`src/rtl/bram_arb_pkg.sv`:
```
// Shared defaults and types for the BRAM port arbiter.
// Requester ids and commands are sized from these defaults.
package bram_arb_pkg;

    localparam int BRAM_NUM_REQ    = 4;
    localparam int BRAM_DATA_WIDTH = 32;
    localparam int BRAM_ADDR_WIDTH = 12;
    localparam int BRAM_ID_WIDTH   = $clog2(BRAM_NUM_REQ);

    typedef logic [BRAM_ID_WIDTH-1:0] req_id_t;

    typedef struct packed {
        logic                       we;
        logic [BRAM_ADDR_WIDTH-1:0] addr;
        logic [BRAM_DATA_WIDTH-1:0] wdata;
    } bram_cmd_t;

endpackage

```
`src/rtl/bram_rr_grant.sv`:
```
// Combinational round-robin grant: picks the first set request at or
// after the round-robin pointer, wrapping modulo NUM_REQ.
module bram_rr_grant
    import bram_arb_pkg::*;
#(
    parameter int NUM_REQ  = BRAM_NUM_REQ,
    parameter int ID_WIDTH = $clog2(NUM_REQ)
) (
    input  logic [NUM_REQ-1:0]  i_req,
    input  logic [ID_WIDTH-1:0] i_rr_ptr,
    input  logic                i_en,
    output logic [NUM_REQ-1:0]  o_grant,
    output logic [ID_WIDTH-1:0] o_grant_idx,
    output logic                o_any_grant
);

    logic [ID_WIDTH-1:0] w_idx;

    always_comb begin
        o_grant     = '0;
        o_grant_idx = '0;
        o_any_grant = 1'b0;
        w_idx       = '0;
        if (i_en) begin
            for (int k = 0; k < NUM_REQ; k++) begin
                w_idx = ID_WIDTH'((int'(i_rr_ptr) + k) % NUM_REQ);
                if (!o_any_grant && i_req[w_idx]) begin
                    o_grant[w_idx] = 1'b1;
                    o_grant_idx    = w_idx;
                    o_any_grant    = 1'b1;
                end
            end
        end
    end

endmodule

```
`src/rtl/bram_port_arbiter.sv`:
```
// Round-robin arbiter sharing one BRAM port between NUM_REQ requesters.
// One registered command per cycle; read data returns 2 cycles after accept, tagged by id.
module bram_port_arbiter
    import bram_arb_pkg::*;
#(
    parameter int NUM_REQ    = BRAM_NUM_REQ,
    parameter int DATA_WIDTH = BRAM_DATA_WIDTH,
    parameter int ADDR_WIDTH = BRAM_ADDR_WIDTH,
    parameter int ID_WIDTH   = $clog2(NUM_REQ)
) (
    input  logic                          clk,
    input  logic                          rst_n,
    input  logic                          arb_en,
    input  logic [NUM_REQ-1:0]            req_valid,
    input  logic [NUM_REQ-1:0]            req_we,
    input  logic [NUM_REQ*ADDR_WIDTH-1:0] req_addr,
    input  logic [NUM_REQ*DATA_WIDTH-1:0] req_wdata,
    output logic [NUM_REQ-1:0]            req_ready,
    output logic                          bram_ce,
    output logic                          bram_we,
    output logic [ADDR_WIDTH-1:0]         bram_addr,
    output logic [DATA_WIDTH-1:0]         bram_din,
    input  logic [DATA_WIDTH-1:0]         bram_qout,
    output logic                          rsp_valid,
    output logic [ID_WIDTH-1:0]           rsp_id,
    output logic [DATA_WIDTH-1:0]         rsp_data,
    output logic                          busy
);

    logic [ID_WIDTH-1:0]   r_rr_ptr;
    logic                  r_ce;
    logic                  r_we;
    logic [ADDR_WIDTH-1:0] r_addr;
    logic [DATA_WIDTH-1:0] r_din;
    logic                  r_rd_pend;
    logic [ID_WIDTH-1:0]   r_rd_id;
    logic                  r_rsp_valid;
    logic [ID_WIDTH-1:0]   r_rsp_id;

    logic [NUM_REQ-1:0]    w_grant;
    logic [ID_WIDTH-1:0]   w_grant_idx;
    logic                  w_any_grant;
    logic                  w_sel_we;
    logic [ADDR_WIDTH-1:0] w_sel_addr;
    logic [DATA_WIDTH-1:0] w_sel_wdata;
    logic [ID_WIDTH-1:0]   w_ptr_next;

    bram_rr_grant #(
        .NUM_REQ  (NUM_REQ),
        .ID_WIDTH (ID_WIDTH)
    ) u_grant (
        .i_req       (req_valid),
        .i_rr_ptr    (r_rr_ptr),
        .i_en        (arb_en),
        .o_grant     (w_grant),
        .o_grant_idx (w_grant_idx),
        .o_any_grant (w_any_grant)
    );

    assign w_sel_we    = req_we[w_grant_idx];
    assign w_sel_addr  = req_addr[int'(w_grant_idx)*ADDR_WIDTH +: ADDR_WIDTH];
    assign w_sel_wdata = req_wdata[int'(w_grant_idx)*DATA_WIDTH +: DATA_WIDTH];
    assign w_ptr_next  = (w_grant_idx == ID_WIDTH'(NUM_REQ-1)) ? '0 : w_grant_idx + 1'b1;

    // Command stage: addr/din keep their last values when idle so the BRAM pins stay quiet.
    always_ff @(posedge clk or negedge rst_n) begin
        if (!rst_n) begin
            r_rr_ptr  <= '0;
            r_ce      <= 1'b0;
            r_we      <= 1'b0;
            r_addr    <= '0;
            r_din     <= '0;
            r_rd_pend <= 1'b0;
            r_rd_id   <= '0;
        end else begin
            r_ce      <= w_any_grant;
            r_we      <= w_any_grant & w_sel_we;
            r_rd_pend <= w_any_grant & ~w_sel_we;
            if (w_any_grant) begin
                r_rr_ptr <= w_ptr_next;
                r_addr   <= w_sel_addr;
                r_din    <= w_sel_wdata;
                r_rd_id  <= w_grant_idx;
            end
        end
    end

    // Response stage lines up with the cycle the BRAM presents read data.
    always_ff @(posedge clk or negedge rst_n) begin
        if (!rst_n) begin
            r_rsp_valid <= 1'b0;
            r_rsp_id    <= '0;
        end else begin
            r_rsp_valid <= r_rd_pend;
            r_rsp_id    <= r_rd_id;
        end
    end

    assign req_ready = w_grant;
    assign bram_ce   = r_ce;
    assign bram_we   = r_we;
    assign bram_addr = r_addr;
    assign bram_din  = r_din;
    assign rsp_valid = r_rsp_valid;
    assign rsp_id    = r_rsp_id;
    assign rsp_data  = bram_qout;
    assign busy      = r_ce | r_rd_pend | (|req_valid);

endmodule

```
`config.mk`:
```
export PLATFORM = sky130hd
export DESIGN_NAME = bram_port_arbiter
export DESIGN_NICKNAME = d
export VERILOG_FILES = /design/src/rtl/bram_arb_pkg.sv /design/src/rtl/bram_rr_grant.sv /design/src/rtl/bram_port_arbiter.sv
export SDC_FILE = /design/constraint.sdc
export NUM_CORES = 1
export LEC_CHECK = 0
export CORE_ASPECT_RATIO = 0.8
export CORE_MARGIN = 5
export CORE_UTILIZATION = 34
export CTS_CLUSTER_DIAMETER = 80
export DETAILED_ROUTE_END_ITERATION = 8
export HOLD_SLACK_MARGIN = 0.1
export PLACE_DENSITY = 0.92
export SYNTH_ARGS = -nofsm -noshare
export SYNTH_HDL_FRONTEND = slang
export SYNTH_SLANG_ARGS = --single-unit
```
`constraint.sdc`:
```
create_clock -name clk -period 4.7 [get_ports clk]
set_clock_uncertainty 0.2 [all_clocks]
set_input_delay 0.47 -clock clk [delete_from_list [all_inputs] [get_ports clk]]
set_output_delay 0.47 -clock clk [all_outputs]
set_load 0.1 [all_outputs]
```
==> run metrics <==
largest family of logic cells by synthesized area=multiplexers; Synth Flop Type=dfrtp_1; CTS resizes=0; multi-input logic area=0.002097 mm²; drt drc=0; area grow syn2layout=61.35%; vias in the first global route=4101; synth top area cells=dfrtp_1, mux2i_1, o221ai_1; Initial Utilization=35.20%; Fin. Hold Viols=0; worst reg2reg path depth=10; Mapped Cells=371; Initial DRC Count=231; Synth Register Bits=54; Pleak=2.550 nW; die area=0.01366 mm²; Post-synth ARST share=100.0%; RSZ-0062 raised after global routing=no; xor-xnor portion of the synthesized cell area=0%; Core Footprint=0.01102 mm²; max_slew headroom=31.10%; DRT antenna net count=0; final setup vio count=0; Detailed Route WL=13830 µm; Detailed Place HPWL=11010 µm; CTS sink count=54; Post-synth EDFFs=0; crit start category=flop; WL/cell=19.53 µm; via/cell ratio=5.305; H-tree levels=2; area of the mapped netlist=0.003879 mm²; root buffer cell=clkbuf_16; # nets final=791; Setup TNS Final=0 ns; Tightest Pin Transition=1.030 ns; I/O Buffers=240; Achievable Freq=242.1 MHz; Yosys top cell area share=34.84%; Finished Layout Cells=708; Compound-Gate Fraction of Synth Area=15.77%; Post-Place Worst Slack=0.5894 ns; final period utilization=87.88%; I/O Pins=305; CP Max Fanout=39; VDD IR max=517.8 µV; Yosys warnings=0; clock share of power=8.6%; min Tclk post-route=4.130 ns; hold crit path type=in2async; gpl congestion=0.9920; critical path type=reg2reg; post-synthesis adder-cell area fraction=2.903%; layout cells sized above 1=5.674%; Tot GR Track Use=19.07%; worst path arrival time=4.08 ns; Post-CTS Setup Bufs=0; fillcell total=908; crit path from=r_rr_ptr[0]$_DFFE_PN0P_; Commonest cells post-synth=mux2i_1, dfrtp_1, nand2_1, buf_4, o221ai_1; R2R Setup Slk=0.57 ns; Worst-Skew Late Latency=0.28 ns; TritonCTS clock tree=built; NetSw=2.722 mW; endpoint class of the critical path=flop; status=complete, no violations; Clk pin slew, worst setup/hold paths=0.07 ns; Reg power frac=17.9%; Sw Ratio=58.25%; Antenna diodes=0; chip height=105.5 µm; PwrDens=746.7 mW/mm²; Max Cap Viol=0; most common cell in the netlist=mux2i_1; P_int=1.951 mW; initial antenna violation count=0; Yosys top cell by area=dfrtp_1; grt total ovfl=0; storage element area=0.001351 mm²; syn_nets=599; simple-gate share of the synthesized area=9.355%; cts hold-fix bufs=0; total number of vias=3756; first-pass GRT wire length=21090 µm; Logic pwr share=73.4%; sequential fraction of the synthesis area=34.84%; setup ws final=0.5696 ns; largest net degree at the start of global routing=55; reg2reg start=r_rr_ptr[0]$_DFFE_PN0P_; Num CTS Buffers=5; Yosys cell types=39; Tot Pwr=4.673 mW; CTS max path bufs=2; cell count after placement=700; mux share of post-synthesis cell area=25.55%; WHS=0.1001 ns; Slew Limit Fails=0; Die Width=129.4 µm; drt first pass iters=4; Core Rows=34; Worst EP required=4.65 ns; Mean Syn Cell Area=10.45 µm²
per-stage QoR:
step           cell area [µm²]  utilization, %
4_1_cts                   6259           56.80
5_1_grt                   6259           56.80
2_1_floorplan             3879               -
3_5_place_dp              6092           55.29
3_3_place_gp              6092           55.29
6_report                  6259           56.80
layout by cell type, fill, tap and decap left out, drive strengths merged:
cell,instances
ha,9
nor2,16
nor4b,1
clkdlybuf4s50,235
o211ai,1
a221oi,12
nand3,2
and4,1
clkbuf,8
a21o,2
o21ai,5
nand2b,4
a21boi,1
a31o,1
dfrtp,54
a21oi,2
a22oi,4
a211oi,1
or3,2
mux4,4
inv,7
nand4,2
or4,1
a211o,3
buf,10
o221ai,38
nand2,43
nor2b,3
mux2i,90
a31oi,1
o31ai,1
worst max-delay path: stages, from the launching register on:
cell	delay (ns)
dfrtp_1	0.72
inv_1	0.25
ha_1	0.53
mux4_2	0.48
nor4b_4	0.45
a31o_4	0.19
nand3_4	0.37
inv_2	0.38
ha_1	0.28
nand2_1	0.05
o21ai_0	0.09
metal layers:
| layer | share of wire (%) | global-route usage (%) | routed length (µm) |
|---|---|---|---|
| met3 | 11 | 6.673 | 1550 |
| met5 | 0 | 0 | 0 |
| met4 | 1.3 | 4.303 | 185 |
| met2 | 51 | 34.32 | 7035 |
| met1 | 37 | 21.69 | 5056 |
cells by family (layout without fill, tap and decap cells):
logic type                 after synthesis  in the layout
AOI/OAI and AO/OA                       72             72
adders and majority gates                9              9
and+or+nand+nor                         75             75
muxes                                   94             94
buffers and inverters                   67            260
DFF                                     54             54
power groups by stage:
stage	clock network, mW	logic [mW]	registers [mW]
floorplan	0	1.32	2.25
global placement	0	3.38	0.830
detailed placement	0	3.45	0.839
CTS	0.412	3.45	0.838
global route	0.433	3.57	0.867
finish	0.403	3.43	0.838
state kept, by name, indices dropped and copies added, names as in the netlist:
register / flops
bram_addr: 12
bram_ce: 1
bram_din: 32
bram_we: 1
r_rd_id: 2
r_rd_pend: 1
r_rr_ptr: 2
rsp_id: 2
rsp_valid: 1
final cells by class:
class                      count  area share, %
clock buffer                   8          2.659
sequential                    54          21.59
inverter                       7         0.4198
tap                          144          2.879
timing repair buffer         245          38.94
multi-input combinational    250          33.51
worst paths after layout:
check | to
max in group asynchronous | bram_din[16]$_DFFE_PN0P_
setup / recovery | r_rr_ptr[1]$_DFFE_PN0P_
hold reg to reg | rsp_id[1]$_DFF_PN0_
min in group clk | rsp_id[1]$_DFF_PN0_
hold / removal | bram_din[30]$_DFFE_PN0P_
setup reg to reg | r_rr_ptr[1]$_DFFE_PN0P_
Power figures use the tool's default switching activity.
